File: src/rtl/systolic_skew_feeder_if.sv
// Feeder bus: FIFO-side inputs, array-side outputs and tile control.
interface systolic_skew_feeder_if #(
    parameter int unsigned N  = 8,
    parameter int unsigned DW = 8,
    parameter int unsigned KW = 8
);
    logic            start;
    logic [KW-1:0]   k_len;
    logic [N-1:0]    aemptys;
    logic [N-1:0]    wemptys;
    logic [N*DW-1:0] as_in;
    logic [N*DW-1:0] ws_in;
    logic            read;
    logic [N*DW-1:0] a_out;
    logic [N*DW-1:0] w_out;
    logic [N-1:0]    a_vld;
    logic [N-1:0]    w_vld;
    logic            busy;
    logic            done;

    // Controller / bench side
    modport master (
        output start, k_len, aemptys, wemptys, as_in, ws_in,
        input  read, a_out, w_out, a_vld, w_vld, busy, done
    );

    // Feeder side
    modport slave (
        input  start, k_len, aemptys, wemptys, as_in, ws_in,
        output read, a_out, w_out, a_vld, w_vld, busy, done
    );
endinterface

File: src/rtl/systolic_skew_feeder.sv
// Pops K beats from all 2N FIFOs in lockstep and skews lane i by i cycles
// to build the diagonal wavefront for an N x N systolic array.
module systolic_skew_feeder #(
    parameter int unsigned N  = 8,
    parameter int unsigned DW = 8,
    parameter int unsigned KW = 8
) (
    input  logic                    clk,
    input  logic                    rst,
    systolic_skew_feeder_if.slave   bus
);
    localparam int unsigned DRW = $clog2(N + 1);

    typedef enum logic [1:0] {S_IDLE, S_FEED, S_DRAIN, S_DONE} state_e;

    state_e         state_q, state_d;
    logic [KW-1:0]  kreg_q, kreg_d;
    logic [KW-1:0]  cnt_q, cnt_d;
    logic [DRW-1:0] drain_q, drain_d;
    logic           read_q;
    logic           done_q;
    logic           read_c;
    logic           busy_c;
    logic           fifos_ready_c;

    assign fifos_ready_c = ~|bus.aemptys & ~|bus.wemptys;

    // State register
    always_ff @(posedge clk) begin
        if (rst) begin
            state_q <= S_IDLE;
        end else begin
            state_q <= state_d;
        end
    end

    // Tile bookkeeping: length, beat count, drain timer, pop and done delays
    always_ff @(posedge clk) begin
        if (rst) begin
            kreg_q  <= '0;
            cnt_q   <= '0;
            drain_q <= '0;
            read_q  <= 1'b0;
            done_q  <= 1'b0;
        end else begin
            kreg_q  <= kreg_d;
            cnt_q   <= cnt_d;
            drain_q <= drain_d;
            read_q  <= read_c;
            done_q  <= (state_q == S_DONE);
        end
    end

    // Next-state logic
    always_comb begin
        state_d = state_q;
        unique case (state_q)
            S_IDLE: begin
                if (bus.start) begin
                    state_d = (bus.k_len == '0) ? S_DONE : S_FEED;
                end
            end
            S_FEED: begin
                if (read_c && (cnt_q + KW'(1) == kreg_q)) begin
                    state_d = S_DRAIN;
                end
            end
            S_DRAIN: begin
                if (drain_q == DRW'(N)) begin
                    state_d = S_DONE;
                end
            end
            S_DONE:  state_d = S_IDLE;
            default: state_d = S_IDLE;
        endcase
    end

    // Outputs and datapath next values; drain timer parks at 0 while feeding
    always_comb begin
        read_c  = 1'b0;
        busy_c  = 1'b0;
        kreg_d  = kreg_q;
        cnt_d   = cnt_q;
        drain_d = drain_q;
        unique case (state_q)
            S_IDLE: begin
                if (bus.start) begin
                    kreg_d = bus.k_len;
                    cnt_d  = '0;
                end
            end
            S_FEED: begin
                busy_c  = 1'b1;
                read_c  = fifos_ready_c;
                drain_d = '0;
                if (fifos_ready_c) begin
                    cnt_d = cnt_q + KW'(1);
                end
            end
            S_DRAIN: begin
                busy_c  = 1'b1;
                drain_d = drain_q + DRW'(1);
            end
            default: begin
            end
        endcase
    end

    assign bus.read = read_c;
    assign bus.busy = busy_c;
    assign bus.done = done_q;

    for (genvar gi = 0; gi < N; gi++) begin : g_lane
        logic [DW-1:0] a_q [0:gi];
        logic [DW-1:0] w_q [0:gi];
        logic [gi:0]   v_q;

        // Stage 0 takes the FIFO head one cycle after a pop (zero on a bubble), then gi delay stages
        always_ff @(posedge clk) begin
            if (rst) begin
                for (int j = 0; j <= gi; j++) begin
                    a_q[j] <= '0;
                    w_q[j] <= '0;
                end
                v_q <= '0;
            end else begin
                a_q[0] <= read_q ? bus.as_in[gi*DW +: DW] : '0;
                w_q[0] <= read_q ? bus.ws_in[gi*DW +: DW] : '0;
                v_q[0] <= read_q;
                for (int j = 1; j <= gi; j++) begin
                    a_q[j] <= a_q[j-1];
                    w_q[j] <= w_q[j-1];
                    v_q[j] <= v_q[j-1];
                end
            end
        end

        assign bus.a_out[gi*DW +: DW] = a_q[gi];
        assign bus.w_out[gi*DW +: DW] = w_q[gi];
        assign bus.a_vld[gi]          = v_q[gi];
        assign bus.w_vld[gi]          = v_q[gi];
    end
endmodule

File: src/flat_wrapper.sv
// flat-port wrapper written by rule: the top's interface ports become plain ports
module systolic_skew_feeder_flat 
#(
    parameter int unsigned N  = 8,
    parameter int unsigned DW = 8,
    parameter int unsigned KW = 8
)
  (clk, rst, bus_start, bus_k_len, bus_aemptys, bus_wemptys, bus_as_in, bus_ws_in, bus_read, bus_a_out, bus_w_out, bus_a_vld, bus_w_vld, bus_busy, bus_done);
  systolic_skew_feeder_if #(.N(N), .DW(DW), .KW(KW)) bus_i ();
  input  logic clk;
  input  logic rst;
  input wire logic [$bits(bus_i.start)-1:0] bus_start;
  input wire logic [$bits(bus_i.k_len)-1:0] bus_k_len;
  input wire logic [$bits(bus_i.aemptys)-1:0] bus_aemptys;
  input wire logic [$bits(bus_i.wemptys)-1:0] bus_wemptys;
  input wire logic [$bits(bus_i.as_in)-1:0] bus_as_in;
  input wire logic [$bits(bus_i.ws_in)-1:0] bus_ws_in;
  output wire logic [$bits(bus_i.read)-1:0] bus_read;
  output wire logic [$bits(bus_i.a_out)-1:0] bus_a_out;
  output wire logic [$bits(bus_i.w_out)-1:0] bus_w_out;
  output wire logic [$bits(bus_i.a_vld)-1:0] bus_a_vld;
  output wire logic [$bits(bus_i.w_vld)-1:0] bus_w_vld;
  output wire logic [$bits(bus_i.busy)-1:0] bus_busy;
  output wire logic [$bits(bus_i.done)-1:0] bus_done;
  assign bus_i.start = bus_start;
  assign bus_i.k_len = bus_k_len;
  assign bus_i.aemptys = bus_aemptys;
  assign bus_i.wemptys = bus_wemptys;
  assign bus_i.as_in = bus_as_in;
  assign bus_i.ws_in = bus_ws_in;
  assign bus_read = bus_i.read;
  assign bus_a_out = bus_i.a_out;
  assign bus_w_out = bus_i.w_out;
  assign bus_a_vld = bus_i.a_vld;
  assign bus_w_vld = bus_i.w_vld;
  assign bus_busy = bus_i.busy;
  assign bus_done = bus_i.done;
  systolic_skew_feeder #(.N(N), .DW(DW), .KW(KW)) u_core (.clk(clk), .rst(rst), .bus(bus_i));
endmodule
File: config.mk
export PLATFORM = sky130hd
export DESIGN_NAME = systolic_skew_feeder_flat
export DESIGN_NICKNAME = d
export VERILOG_FILES = /design/src/rtl/systolic_skew_feeder_if.sv /design/src/rtl/systolic_skew_feeder.sv /design/src/flat_wrapper.sv
export SDC_FILE = /design/constraint.sdc
export NUM_CORES = 1
export LEC_CHECK = 0
export ABC_AREA = 1
export BUFFER_PORTS_ARGS = -buffer_cell sky130_fd_sc_hd__buf_2
export CAP_MARGIN = 10
export CORE_ASPECT_RATIO = 0.8
export CORE_UTILIZATION = 55
export CTS_CLUSTER_DIAMETER = 40
export DETAILED_ROUTE_END_ITERATION = 12
export MAX_ROUTING_LAYER = met4
export PLACE_DENSITY = 0.78
export RECOVER_POWER = 100
export SLEW_MARGIN = 20
export SYNTH_ARGS = -nofsm -noshare
export SYNTH_HDL_FRONTEND = slang
export SYNTH_SLANG_ARGS = --single-unit
File: constraint.sdc
create_clock -name clk -period 2.9 [get_ports clk]
set_input_delay 0.435 -clock clk [delete_from_list [all_inputs] [get_ports clk]]
set_output_delay 0.435 -clock clk [all_outputs]
set_load 0.05 [all_outputs]
# After elaboration in Yosys (flattened, before gate mapping)
# Memory sizes are Yosys's and may differ from the RTL's.
# Cells that the tools add are included.
# W data, S select, Z words.
# word_totals
mem_count,16
ff_bits,60
wordCells,231
inputBits,155
out_inout_bits,147
mem_bits_rw,576
# op_classes
n_reduce_logical,15
bitwise,71
add_sub_neg,2
eq_ne,9
mux,104
# memory_table
name,depth,word_bits,rd,rd_ports_with_merged_regs,wr,line_no,rtl
u_core.g_lane[7].a_q,8,8,8,0,8,systolic_skew_feeder.sv:114,logic [DW-1:0] a_q [0:gi];
u_core.g_lane[7].w_q,8,8,8,0,8,systolic_skew_feeder.sv:115,logic [DW-1:0] w_q [0:gi];
u_core.g_lane[6].a_q,7,8,7,0,7,systolic_skew_feeder.sv:114,
u_core.g_lane[6].w_q,7,8,7,0,7,systolic_skew_feeder.sv:115,
u_core.g_lane[5].a_q,6,8,6,0,6,systolic_skew_feeder.sv:114,
u_core.g_lane[5].w_q,6,8,6,0,6,systolic_skew_feeder.sv:115,
+10 memories,--,--,--,--,--,--,
# ops
op,count
$mux W8,90
$or A1 B1 Y1,70
$reduce_or A8 Y1,4
$pmux W8 S2,1
$add A8 B1 Y8 const B,1
$eq A8 B8 Y1,1
$logic_not A8 Y1,1
$mux W2,4
$pmux W2 S4,1
$pmux W4 S2,1
$mux W1,7
$ne A2 B1 Y1 const B,3
$reduce_and A3 Y1,2
$add A4 B1 Y4 const B,1
$eq A2 B2 Y1 const B,2
$eq A4 B4 Y1 const B,1
$reduce_bool A2 Y1,2
$eq A2 B1 Y1 const B,1
$logic_not A1 Y1,2
$logic_not A2 Y1,1
$ne A2 B2 Y1 const B,1
$reduce_and A2 Y1,1
$reduce_or A2 Y1,1
$and A1 B1 Y1,1
$logic_and A1 B1 Y1,1

# Longest topological paths before layout
# depth
depth_word,7
mapped_depth,14
ltp_nobuf,14

# Worst setup path before layout
# OpenSTA, ideal clock, no wires.
# synth_timing
path_kind,register to output
from,reg u_core.state_q[1]
to,out bus_read
setup_slack_ns,1.073
path_buffers,0
required_ns,2.465
arrival_ns,1.392
path_stages_with_launch,8
path_cell_list,dfxtp_1 inv_1 ha_1 inv_2 or2_1 nor2_2 nand2_1 inv_1
# synth_between
elab_chain_cells,2
# synth_rtl
element,line_no,rtl
"start, declared",systolic_skew_feeder.sv:16,"state_e state_q, state_d;"
"start signal, assigned",systolic_skew_feeder.sv:33,state_q <= state_d;
$eq A2 B1 Y1,systolic_skew_feeder.sv:85,unique case (state_q)
$mux W1,systolic_skew_feeder.sv:85,
"end, declared",flat_wrapper.sv:18,output wire logic [$bits(bus_i.read)-1:0] bus_read;
# Every way passes these cells.

# Worst setup path after layout
# Same ends and word-level chain as after synthesis.

==> impl_metrics.yaml <==
route:
  dr.pass1.iters: 12
  vias_per_cell: 4.03
  drtIter0Drc: 547
  antenna_left: 0
  drt_wl_total_mm: 28.5
  avgRoutedWirePerCell_um: 10.1
  num_vias: 11300
  post-route-drc-count: 2
placed_design:
  dpl.hpwl_mm: 18.2
  globalplace.congestion: 0.847
  portBuffers: 301
  dp_slack_ps: 895
  dp_cells: 2702
logic_synthesis:
  synthDistinctLibCells: 27
  yosys_warnings: 0
  syn-num-nets: 2297
  synth_largest_area_cell: "dfxtp_1"
  syn_avg_cell_area_um2: 8.66
  synth.ff_latch_count: 608
  syn_inst: 2135
  yosysTopAreaCellShare_pct: 65.8
  seq_area_frac_synth_pct: 65.8
  netlist_area_um2: 18500
  ys_top_cells_by_area: "dfxtp_1 (66%), nor2_1 (13%), inv_1 (12%)"
power_and_ir_drop:
  cellPowerDensity_nw_per_um2: 788
  worst_ir_drop_vdd_v: 0.000582
  power_mw: 16.8
  p_clk_share_pct: 43.7
  pwr-share-seq_pct: 51.0
  p_comb_share_pct: 5.4
  switching_power_mw: 3.77
  p_leak_nw: 9.14
  p_int_mw: 13.0
  swShare_pct: 22.5
global_routing:
  track_usage_pct: 17.6
  grt_pass1_wl_mm: 48.6
  antenna_found_initial: 0
  grt_pass1_vias: 11000
  grt_max_degree: 182
  gr-total-overflow: 0
layout:
  layout-drive-gt1-share_pct: 10.6
  fin_nets: 2497
  area_growth_pct: 15.1
  fillers: 2695
  fin_cells: 2809
  antenna_cells: 0
timing:
  worst_clock_skew_ps: 9.34
  setup_tns_ps: 0
  rsz0062_at_grt: "false"
  worst_pin_slew_ps: 1960
  setup_viol: 0
  hold_viol: 0
  slew_violations: 464
  max_freq_mhz: 373
  fin_crit_ps: 2680
  fin_crit_sh_pct: 92.5
  slew_headroom_pct: -30.7
  fin_ws_ps: 217
  whs_ps: 64.0
clock_network:
  holdBufCountCts: 0
  cts_root_buf: "clkbuf_16"
  cts_setup_buffers: 0
  cts.sinks: 608
  cts_buffers: 58
  worstSkewPairLatency_ps: 580
  htree_levels: 2
  cts.clk_slew.worst_paths_ps: 70
  cts-resized-gates: 0
  clock_path_buffers: 3
  cts_tree: "yes"
setup_path:
  reg2reg_setup_slack_ps: 540
  start_kind: "flip-flop"
  slowest_delay_ps: 350
  path_max_fanout: 6
  crit_chain: "inv_1, ha_1, inv_1, or2_1, nor2_1, nand2_1, inv_1, clkbuf_2"
  path_class: "flip-flop to output port"
  arrival_ps: 2250
  crit_path_frequent_cell: "inv_1"
  cpLargestDelayFamily: "buffers and inverters"
  r2r_cells: 10
  cp_num_buf_inv: 4
  rr_startpoint: "u_core.state_q[1]$_SDFFE_PP0P_"
  worst_ep_required_time_ps: 2470
  r2r_end: "u_core.cnt_q[1]$_SDFFE_PP0P_"
  slowest_stage: "dfxtp_1"
  crit_path_end_kind: "output port"
worst_hold_path:
  hp-class: "input port to flip-flop"
  hold_depth: 3
  hold_start: "bus_ws_in[15]"
  whs_endpoint: "u_core.g_lane[1].w_q[0][7]$_SDFF_PP0_"
floorplanning:
  fp.dieH_um: 166
  fp.coreArea_um2: 32800
  dieArea_um2: 34400
  fp.dieW_um: 207
  rows: 59
  pin_count: 302
  start_util_pct: 56.4
run:
  drv.max_cap_violation_count: 3
outcome:
  status: "finished with violations"
  failed_checks: "design-rule violations, max-capacitance violations, max-slew violations"
layout make-up:
type / count / area, um2 / area share (%)
flip-flops and latches: 608 / 12200 / 57.2
clock buffers: 86 / 1720 / 8.08
well taps: 427 / 534 / 2.51
repair buffers: 307 / 1360 / 6.38
clock inverters: 21 / 195 / 0.917
multi-input cells: 752 / 3020 / 14.2
inverters: 608 / 2280 / 10.7
cells in the final DEF, fill, tap and decap left out, drive strengths merged, types with 4 or more instances in the layout:
cell / synthesis / layout
ha: 7 / 7
o21ai: 17 / 17
clkinv: 0 / 12
nor2: 628 / 628
inv: 608 / 615
a21oi: 19 / 19
nand4: 4 / 4
nand3: 15 / 15
buf: 101 / 153
nand2: 45 / 45
dfxtp: 608 / 608
nand3b: 4 / 4
clkbuf: 66 / 240
worst max-delay path by stage:
stage                                    from                      endpoint  slack [ps]  depth (start not counted)
5_1_grt        u_core.state_q[1]$_SDFFE_PP0P_                      bus_read          90                          8
3_3_place_gp   u_core.state_q[1]$_SDFFE_PP0P_                      bus_read         900                          8
2_1_floorplan  u_core.state_q[1]$_SDFFE_PP0P_                      bus_read        1070                          7
6_report       u_core.state_q[1]$_SDFFE_PP0P_                      bus_read         220                          8
4_1_cts        u_core.state_q[1]$_SDFFE_PP0P_                      bus_read         270                          8
3_5_place_dp   u_core.state_q[1]$_SDFFE_PP0P_  u_core.cnt_q[1]$_SDFFE_PP0P_         890                         10
worst register-to-register path, delay by kind of cell, from the launching register on:
kind | cells | cell delay (ps)
AO/OA/AOI/OAI | 3 | 730
AND/OR/NAND/NOR | 4 | 530
buffers and inverters | 2 | 260
adder cells (fa/ha/maj) | 1 | 250
flip-flops | 1 | 390
per-stage QoR:
stage	instance area (um2)	util, %
final	21300	64.9
after global routing	21300	64.9
after CTS	21600	65.8
after detailed placement	19600	59.9
after global placement	19600	59.9
after floorplan	18500	-
flip-flops by register name (all words and copies together), names as in the netlist:
name               cells
u_core.bus.done        1
u_core.cnt_q           8
u_core.drain_q         4
u_core.g_lane.a_q    288
u_core.g_lane.v_q      8
u_core.g_lane.w_q    288
u_core.kreg_q          8
u_core.read_q          1
u_core.state_q         2
power groups by stage:
stage          registers [mW]  clock network [mW]  logic (mW)
5_1_grt                  8.55                7.88        1.03
3_3_place_gp             8.71                   0       0.882
6_report                 8.54                7.32       0.900
4_1_cts                  8.53                7.49       0.925
2_1_floorplan            8.68                   0       0.715
3_5_place_dp             8.72                   0       0.916
Yosys cell counts:
cell type / n
buf_4: 97
nor4_1: 2
inv_1: 607
nand4_1: 4
o21ai_0: 15
nand3b_1: 4
buf_1: 1
o21ai_1: 1
nor2_1: 626
xor2_1: 1
buf_6: 1
or2_1: 1
buf_2: 2
nand3_1: 15
xnor2_1: 2
ha_1: 7
a211oi_2: 2
o21ai_2: 1
nor3_1: 3
clkbuf_1: 66
nor2_2: 2
and2_1: 1
a21oi_1: 19
a31oi_1: 1
inv_2: 1
nand2_1: 45
dfxtp_1: 608
kinds of logic after synthesis:
| kind of cell | Yosys count | synth area share (%) |
|---|---|---|
| and+or+nand+nor | 703 | 14.6 |
| buffers and inverters | 775 | 17.8 |
| DFF | 608 | 65.8 |
| adders and majority gates | 7 | 0.474 |
| xor gates and xnor gates | 3 | 0.142 |
| AOI/OAI and AO/OA | 39 | 1.16 |
per-layer routing:
layer / part of all wire (%) / wire length, um / GRT usage [%] / vias to the layer above
met2: 47 / 13300 / 28.8 / 232
met5: 0 / 0 / - / -
met3: 6.3 / 1800 / 4.79 / 56
li1: - / - / - / 6183
met4: 2.4 / 671 / 5.71 / 0
met1: 45 / 12800 / 20.8 / 4840
Note: power is estimated with default switching activity, not from simulation.
